## config.mk

```make
export PLATFORM = sky130hd
export DESIGN_NAME = pe_config_loader
export DESIGN_NICKNAME = d
export VERILOG_FILES = /design/src/rtl/pe_config_loader.sv
export SDC_FILE = /design/constraint.sdc
export NUM_CORES = 1
export LEC_CHECK = 0
export ABC_AREA = 1
export BUFFER_PORTS_ARGS = -buffer_cell sky130_fd_sc_hd__buf_2
export CAP_MARGIN = 20
export CORE_UTILIZATION = 50
export DETAILED_ROUTE_END_ITERATION = 7
export PLACE_DENSITY = 0.7
export SYNTH_ARGS = -nofsm -noshare
export SYNTH_HDL_FRONTEND = slang
export SYNTH_SLANG_ARGS = --single-unit
```

## constraint.sdc

```tcl
create_clock -name clk -period 3.3 [get_ports clk]
set_input_delay 0.495 -clock clk [delete_from_list [all_inputs] [get_ports clk]]
set_output_delay 0.495 -clock clk [all_outputs]
set_load 0.02 [all_outputs]
```

## src/rtl/pe_config_loader.sv

```systemverilog
// Configuration sequencer for one PE tile: clears the serial config chain, shifts
// the incoming word stream into it LSB-first, optionally re-shifts to verify, then releases pe_reset.
module pe_config_loader #(
  parameter int CHAIN_LEN = 14,
  parameter int WORD_W    = 32
) (
  input  logic              clk,
  input  logic              reset,
  input  logic              start,
  input  logic              verify_en,
  input  logic [WORD_W-1:0] word_in,
  input  logic              word_valid,
  output logic              word_ready,
  output logic              cfg_bit,
  output logic              cfg_shift,
  output logic              cfg_reset,
  input  logic              cfg_return,
  output logic              busy,
  output logic              done,
  output logic              error,
  output logic              pe_reset
);

  localparam int CW = $clog2(CHAIN_LEN + 1);
  localparam int IW = (WORD_W > 1) ? $clog2(WORD_W) : 1;

  typedef enum logic [2:0] {S_IDLE, S_CLEAR, S_LOAD, S_VERIFY, S_DONE} state_t;

  state_t               state, state_n;
  logic [WORD_W-1:0]    hold, hold_n;
  logic                 full, full_n;
  logic [IW-1:0]        idx, idx_n;
  logic [CW-1:0]        bcnt, bcnt_n;
  logic [CW-1:0]        vidx, vidx_n;
  logic [CHAIN_LEN-1:0] shadow, shadow_n;
  logic                 ver, ver_n;
  logic                 err_n, pe_rst_n;
  logic                 ready_n, shift_n, bit_n;

  always_comb begin
    state_n  = state;
    hold_n   = hold;
    full_n   = full;
    idx_n    = idx;
    bcnt_n   = bcnt;
    vidx_n   = vidx;
    shadow_n = shadow;
    ver_n    = ver;
    err_n    = error;
    pe_rst_n = pe_reset;
    case (state)
      S_IDLE: begin
        if (start) begin
          state_n  = S_CLEAR;
          ver_n    = verify_en;
          err_n    = 1'b0;
          pe_rst_n = 1'b1;
        end
      end
      S_CLEAR: begin
        state_n = S_LOAD;
        full_n  = 1'b0;
        bcnt_n  = '0;
        vidx_n  = '0;
      end
      S_LOAD: begin
        if (!full) begin
          if (word_valid) begin
            hold_n = word_in;
            full_n = 1'b1;
            idx_n  = '0;
          end
        end else begin
          shadow_n[bcnt] = hold[idx];
          bcnt_n         = bcnt + CW'(1);
          idx_n          = idx + IW'(1);
          // The chain-full test wins over word exhaustion so excess bits of the last word are dropped.
          if (bcnt == CW'(CHAIN_LEN - 1)) begin
            full_n  = 1'b0;
            state_n = ver ? S_VERIFY : S_DONE;
          end else if (idx == IW'(WORD_W - 1)) begin
            full_n = 1'b0;
          end
        end
      end
      S_VERIFY: begin
        if (cfg_return != shadow[vidx]) err_n = 1'b1;
        vidx_n = vidx + CW'(1);
        if (vidx == CW'(CHAIN_LEN - 1)) state_n = S_DONE;
      end
      S_DONE: begin
        state_n  = S_IDLE;
        pe_rst_n = error;
      end
      default: state_n = S_IDLE;
    endcase

    // Outputs are decoded from next-state values so the registered outputs line up with the state.
    ready_n = (state_n == S_LOAD) && !full_n;
    shift_n = ((state_n == S_LOAD) && full_n) || (state_n == S_VERIFY);
    bit_n   = 1'b0;
    if (state_n == S_VERIFY)  bit_n = shadow_n[vidx_n];
    else if (shift_n)         bit_n = hold_n[idx_n];
  end

  always_ff @(posedge clk) begin
    if (reset) begin
      state      <= S_IDLE;
      hold       <= '0;
      full       <= 1'b0;
      idx        <= '0;
      bcnt       <= '0;
      vidx       <= '0;
      shadow     <= '0;
      ver        <= 1'b0;
      error      <= 1'b0;
      pe_reset   <= 1'b1;
      word_ready <= 1'b0;
      cfg_bit    <= 1'b0;
      cfg_shift  <= 1'b0;
      cfg_reset  <= 1'b0;
      busy       <= 1'b0;
      done       <= 1'b0;
    end else begin
      state      <= state_n;
      hold       <= hold_n;
      full       <= full_n;
      idx        <= idx_n;
      bcnt       <= bcnt_n;
      vidx       <= vidx_n;
      shadow     <= shadow_n;
      ver        <= ver_n;
      error      <= err_n;
      pe_reset   <= pe_rst_n;
      word_ready <= ready_n;
      cfg_bit    <= bit_n;
      cfg_shift  <= shift_n;
      cfg_reset  <= (state_n == S_CLEAR);
      busy       <= (state_n != S_IDLE);
      done       <= (state_n == S_DONE);
    end
  end

endmodule

```

==> flow_summary.ini, run 1 <==
[sta]
rsz0062_at_grt = false
max_freq_mhz = 403
slew_headroom_pct = 58.4
finalHoldViolations = 0
fin_skew_ns = 0.0109
fin_ws_ns = 0.821
setup_viol = 0
slew_viol_final = 0
worst_pin_slew_ns = 0.624
layout_worst_path_cycle_share_pct = 75.1
post-route-min-period_ns = 2.48
fin_tns_setup_ns = 0

[worst_hold_path]
min_path_type = in2reg

[yosys]
synth-seq-area-share_pct = 34.5
synth_edf_count = 0
ys_top_cells_by_count = nand2_1 (148), inv_1 (104), nor2_1 (84)
ys_async_sr_fraction_pct = 0
syn_area_sq_um = 4170
synth_nets = 694
synth_top_area_share_pct = 34.5
yosys-top-cells-area = dfxtp_1 (35%), nand2_1 (13%), inv_1 (9.4%)
ys_warn_count = 0
avgSynthCellArea_sq_um = 6.44
yosys.area.top_type = dfxtp_1
ys_ff_latch = 72
ys_types = 40
ys.flop_type = dfxtp_1
syn_inst = 648
synth_most_common_cell = nand2_1

[grt]
grt_usage_pct = 25.9
grt_pass1_vias = 3807
antenna_found_initial = 0
grt_max_degree = 63
grt-ovfl-total = 0
grt_first_pass_wirelength_mm = 17.7

[die]
die_y_um = 93.4
pin_count = 46
rows = 32
core_area_sq_um = 7890
initial_core_util_pct = 52.9
dieArea_sq_um = 8720
chipWidth_um = 93.4

[detailed_routing]
drt_iter0_drc = 336
avgRoutedWirePerCell_um = 13.3
first_pass_iters = 5
drc = 0
viasPerCell = 5.24
ant_nets = 0
vias = 4143
wl_mm = 10.5

[finish]
area_growth_pct = 11.3
seqCellArea_sq_um = 1440
fin_nets = 731
multi_input_area_sq_um = 2190
final_area_sq_um = 4650
layout-drive-gt1-share_pct = 13.4
n_fill_cell = 768
n_antenna_cell = 0

[critical_path]
crit_required_ns = 3.60
critPathKind = reg2reg
cp_common_cell = nor2_1
slowest_delay_ns = 0.65
crit_chain = nand2_1 > a21oi_1 > nor2_1 > nand2_1 > nand3_2 > nand2_1 > o21ai_1 > nand2_1 > nand2_1 > nor2_1 > nor2_1 > nor2_1 > nor2_1 > nor2_1
path_max_fanout = 11
end_kind = register
startpoint_type = register
slowest_stage = dfxtp_1
cp.arrival_ns = 2.78

[pwr]
p_leak_nw = 2.10
powerDensity_nw_per_um2 = 422
max-vdd-ir-drop_mv = 0.243

[clocking]
htree_levels = 3
post_cts_buffers = 0
cts_tree = built
cts_num_sinks = 72
cts_made_buffers = 9
clk_latency_ns = 0.36
clk_pin_slew_ns = 0.08
cts_hold_buf = 0
post_cts_resized = 0
cts_root_buf = clkbuf_8
clock_path_buffers = 2

[placement]
dpl-instance-area_sq_um = 4440
hpwlAfterDp_mm = 7.67
place_ws_ns = 0.906
io_buffers = 45
gp_congestion = 0.938

[job]
drv_cap = 0

[status]
outcome = complete, no violations
[worst max-delay path: cells and delay by family (launching register included)]
family	cells	cell delay, ns
AOI/OAI and AO/OA	2	0.35
DFF	1	0.65
and+or+nand+nor	12	1.43
[registers in the layout, indices dropped and copies added, names as in the netlist, 3 cells and up]
name / flops
bcnt: 4
idx: 5
state: 3
shadow: 14
vidx: 4
hold: 32
[report_power, final]
part	internal (mW)	leakage, nW	switching [mW]
combinational	0.0990	1.41	0.170
sequential	0.901	0.583	0.0181
clock	0.419	0.101	0.356
[final timing paths]
check	endpoint	cells after the start	from	slack, ns
min reg2reg	error	2	error	0.49
max reg2reg	cfg_bit	14	idx[1]	0.82
min	ver	3	verify_en	0.43
max	cfg_bit	14	idx[1]	0.82
[layer usage]
metal	global-route usage, %	vias to the layer above	wire length (um)
met2	39.5	151	4470
met4	10.9	0	251
met3	4.23	26	703
li1	-	2108	-
met5	0	-	0
met1	36.0	1858	5070
[per-stage QoR]
| step | util (%) | power (mW) | std cells | hold WS, ns |
|---|---|---|---|---|
| floorplan | - | 1.13 | 648 | 0.463 |
| global placement | 56.3 | 1.20 | 776 | 0.473 |
| detailed placement | 56.3 | 1.20 | 776 | 0.482 |
| CTS | 58.9 | 1.96 | 791 | 0.430 |
| global route | 58.9 | 2.04 | 791 | 0.460 |
| finish | 58.9 | 1.96 | 791 | 0.432 |
[logic make-up after synthesis]
family / after synthesis / share of synthesized area [%]
compound gates: 102 / 15.7
simple gates: 326 / 33.4
flops: 72 / 34.5
fa+ha+maj: 8 / 2.40
buf+inv: 136 / 13.0
mux: 1 / 0.240
xor+xnor: 3 / 0.630
[area by class of cell]
cell class,instances,share of cell area [%]
Multi-Input combinational cell,440,47.1
Sequential cell,72,31.0
Inverter,113,9.13
Timing Repair Buffer,49,5.49
Tap cell,102,2.75
Clock buffer,9,2.67
Clock inverter,6,1.83
[cell usage in the layout, fill, tap and decap left out, types with 3 or more instances in the layout]
cell	Yosys	final
buf_4	3	4
nor2_1	84	84
dfxtp_1	72	72
inv_1	104	104
nor3_1	7	7
o21ai_1	7	7
o21a_1	28	28
inv_2	9	9
o21ai_0	24	24
o211ai_1	6	6
a21oi_1	26	26
ha_1	8	8
nor2_2	6	6
xor2_1	3	3
buf_2	6	45
clkbuf_8	0	9
nand2_1	148	148
or2_1	3	3
nand3_1	65	65
nand2_2	3	3
No activity file was read; power rests on OpenSTA's default activity.
==> run 2: changes to the inputs <==
--- a/config.mk
+++ b/config.mk
@@ -5,12 +5,12 @@
 export SDC_FILE = /design/constraint.sdc
 export NUM_CORES = 1
 export LEC_CHECK = 0
-export ABC_AREA = 1
+export ABC_AREA = 0
 export BUFFER_PORTS_ARGS = -buffer_cell sky130_fd_sc_hd__buf_2
 export CAP_MARGIN = 20
 export CORE_UTILIZATION = 50
 export DETAILED_ROUTE_END_ITERATION = 7
-export PLACE_DENSITY = 0.7
+export PLACE_DENSITY = 0.73
 export SYNTH_ARGS = -nofsm -noshare
 export SYNTH_HDL_FRONTEND = slang
 export SYNTH_SLANG_ARGS = --single-unit
==> constraint.sdc (replaced) <==
create_clock -name clk -period 2.2 [get_ports clk]
set_input_delay 0.33 -clock clk [delete_from_list [all_inputs] [get_ports clk]]
set_output_delay 0.33 -clock clk [all_outputs]
set_load 0.02 [all_outputs]
==> run 2 against run 1 <==
The run now ends with setup timing left. First-iteration DRC count decreased by 21%. Area after synthesis decreased by 4.1%. Wire length increased by 2.7%. Hold slack got worse by 0.23 ns. Highest routed layer unchanged. Count of clock-buffer cells in the layout increased by 1. Largest cell class unchanged. Total power increased by 34%. Combinational power increased by 18%. Synthesized cell count decreased by 25%. Critical path type unchanged.
==> flow_summary.ini, run 2 <==
[yosys]
synth_edf_count = 0
synth-seq-area-share_pct = 36.0
ys_async_sr_fraction_pct = 0
syn_inst = 489
avgSynthCellArea_sq_um = 8.19
ys_ff_latch = 72
ys_warn_count = 0
ys_top_cells_by_count = nand2_1 (91), dfxtp_1 (72), a21oi_1 (63)
yosys.area.top_type = dfxtp_1
synth_nets = 535
synth_top_area_share_pct = 36.0
ys.flop_type = dfxtp_1
syn_area_sq_um = 4000
ys_types = 61
yosys-top-cells-area = dfxtp_1 (36%), nand2_1 (8.5%), a21oi_1 (7.9%)
synth_most_common_cell = nand2_1

[critical_path]
r2r-end = cfg_bit
startpoint_type = register
critPathKind = reg2reg
end_kind = register
r2r_slack_ns = -0.20
crit_path_end = cfg_bit
cp_common_cell = ha_4
slowest_delay_ns = 0.37
r2r_start = idx[0]
crit_required_ns = 2.47
path_max_fanout = 6
crit_chain = buf_6 > ha_4 > and3_4 > ha_4 > a22oi_2 > o21ai_1 > o221ai_1 > o211ai_1 > a32o_1 > o311a_1 > a211oi_2
r2r_cells = 11
cp.arrival_ns = 2.67
slowest_stage = dfxtp_2
crit_start = idx[0]

[status]
violations = setup timing
outcome = complete, but fails checks

[grt]
antenna_found_initial = 0
grt_usage_pct = 27.0
grt_first_pass_wirelength_mm = 18.2
grt_pass1_vias = 3809
grt_max_degree = 36
grt-ovfl-total = 0

[sta]
setup_viol = 1
rsz0062_at_grt = true
fin_skew_ns = 0.0101
worst_pin_slew_ns = 0.395
finalHoldViolations = 0
slew_headroom_pct = 73.5
max_freq_mhz = 417
hold_slack_ns = 0.200
post-route-min-period_ns = 2.40
slew_viol_final = 0
fin_ws_ns = -0.197
layout_worst_path_cycle_share_pct = 109

[pwr]
clkPwrFrac_pct = 36.1
seqPwrFrac_pct = 51.8
powerDensity_nw_per_um2 = 516
switchingPower_mw = 0.710
power_switching_share_pct = 27.1
max-vdd-ir-drop_mv = 0.349
p_leak_nw = 1.97
power_mw = 2.62
internal_power_mw = 1.91
combinationalPowerShare_pct = 12.1

[detailed_routing]
viasPerCell = 5.77
drc = 0
avgRoutedWirePerCell_um = 15.4
wl_mm = 10.8
drt_iter0_drc = 267
ant_nets = 0
vias = 4048
first_pass_iters = 5

[die]
die_y_um = 91.5
initial_core_util_pct = 51.8
rows = 32
pin_count = 46
chipWidth_um = 91.5
core_area_sq_um = 7730
dieArea_sq_um = 8370

[clocking]
cts_made_buffers = 9
cts_tree = built
clk_latency_ns = 0.36
clock_path_buffers = 2
htree_levels = 3
clk_pin_slew_ns = 0.08
cts_num_sinks = 72
cts_root_buf = clkbuf_8

[finish]
final_common_cell = nand2_1
fin_nets = 641
area_growth_pct = 27.1
final_area_sq_um = 5090
largest_register_ffs = 32
final_core_util_pct = 65.9
top_register = hold
most-common-layout-cells = nand2_1 (91), buf_4 (83), dfxtp_1 (68)
n_antenna_cell = 0
top_regs = hold (32), shadow (14), idx (5)
layout-drive-gt1-share_pct = 29.7

[placement]
io_buffers = 45
place_ws_ns = -0.277
dpl-instance-area_sq_um = 4810
hpwlAfterDp_mm = 7.64
gp_congestion = 0.939

[job]
drv_cap = 0

[worst_hold_path]
min_path_type = in2reg
run 2: through the flow:
step	setup TNS, ns	cells
3_5_place_dp	-0.277	681
4_1_cts	-0.140	702
6_report	-0.197	702
3_3_place_gp	-0.177	681
5_1_grt	-0.316	702
2_1_floorplan	0	489
run 2: layout make-up:
class                   count  area (sq um)
flip-flops and latches     72          1450
repair buffers            134           931
inverters                   7          26.3
well taps                 102           128
clock buffers              10           138
clock inverters             6          35.0
multi-input cells         371          2380
fillers                   664          2640
run 2: kinds of logic after synthesis:
family	share of synthesized area, %
flops	36.0
mux	9.25
simple gates	22.6
buf+inv	5.85
fa+ha+maj	2.50
xor+xnor	0.657
compound gates	23.1
run 2: timing repair:
item | 4_1_cts | 5_1_grt
hold buffers | 0 | 0
setup buffers | 4 | 0
resized for setup | 15 | 5
gates cloned | 1 | 0
endpoints found under the setup margin | 1 | 4
pin swaps | 7 | 2
run 2: worst min path at each step:
stage / from / end / slack [ns] / cells past startpoint
detailed placement: hold[30] / hold[30] / 0.46 / 2
global route: word_in[6] / hold[6] / 0.21 / 3
global placement: hold[30] / hold[30] / 0.46 / 2
finish: word_in[6] / hold[6] / 0.20 / 3
floorplan: reset / state[0] / 0.41 / 1
CTS: word_in[6] / hold[6] / 0.19 / 3
run 2: layer usage:
layer	share of wire [%]	global-route usage (%)	vias to the layer above
li1	-	-	1994
met1	47	37.2	1896
met2	45	42.0	143
met3	6.0	4.02	15
met4	1.7	11.4	0
met5	0	0	-
run 2: critical path, delay by kind of cell, from the launching register on:
| kind | cells | cell delay, ns |
|---|---|---|
| DFF | 1 | 0.37 |
| AOI/OAI and AO/OA | 7 | 1.27 |
| buffers and inverters | 1 | 0.14 |
| adders and majority gates | 2 | 0.33 |
| and+or+nand+nor | 1 | 0.19 |
run 2: power by group through the flow:
stage	Combinational, mW	Sequential [mW]	Clock [mW]
after floorplan	0.168	1.39	0
after global placement	0.303	1.39	0
after detailed placement	0.309	1.39	0
after CTS	0.313	1.36	0.959
after global routing	0.346	1.36	1.01
final	0.318	1.36	0.947
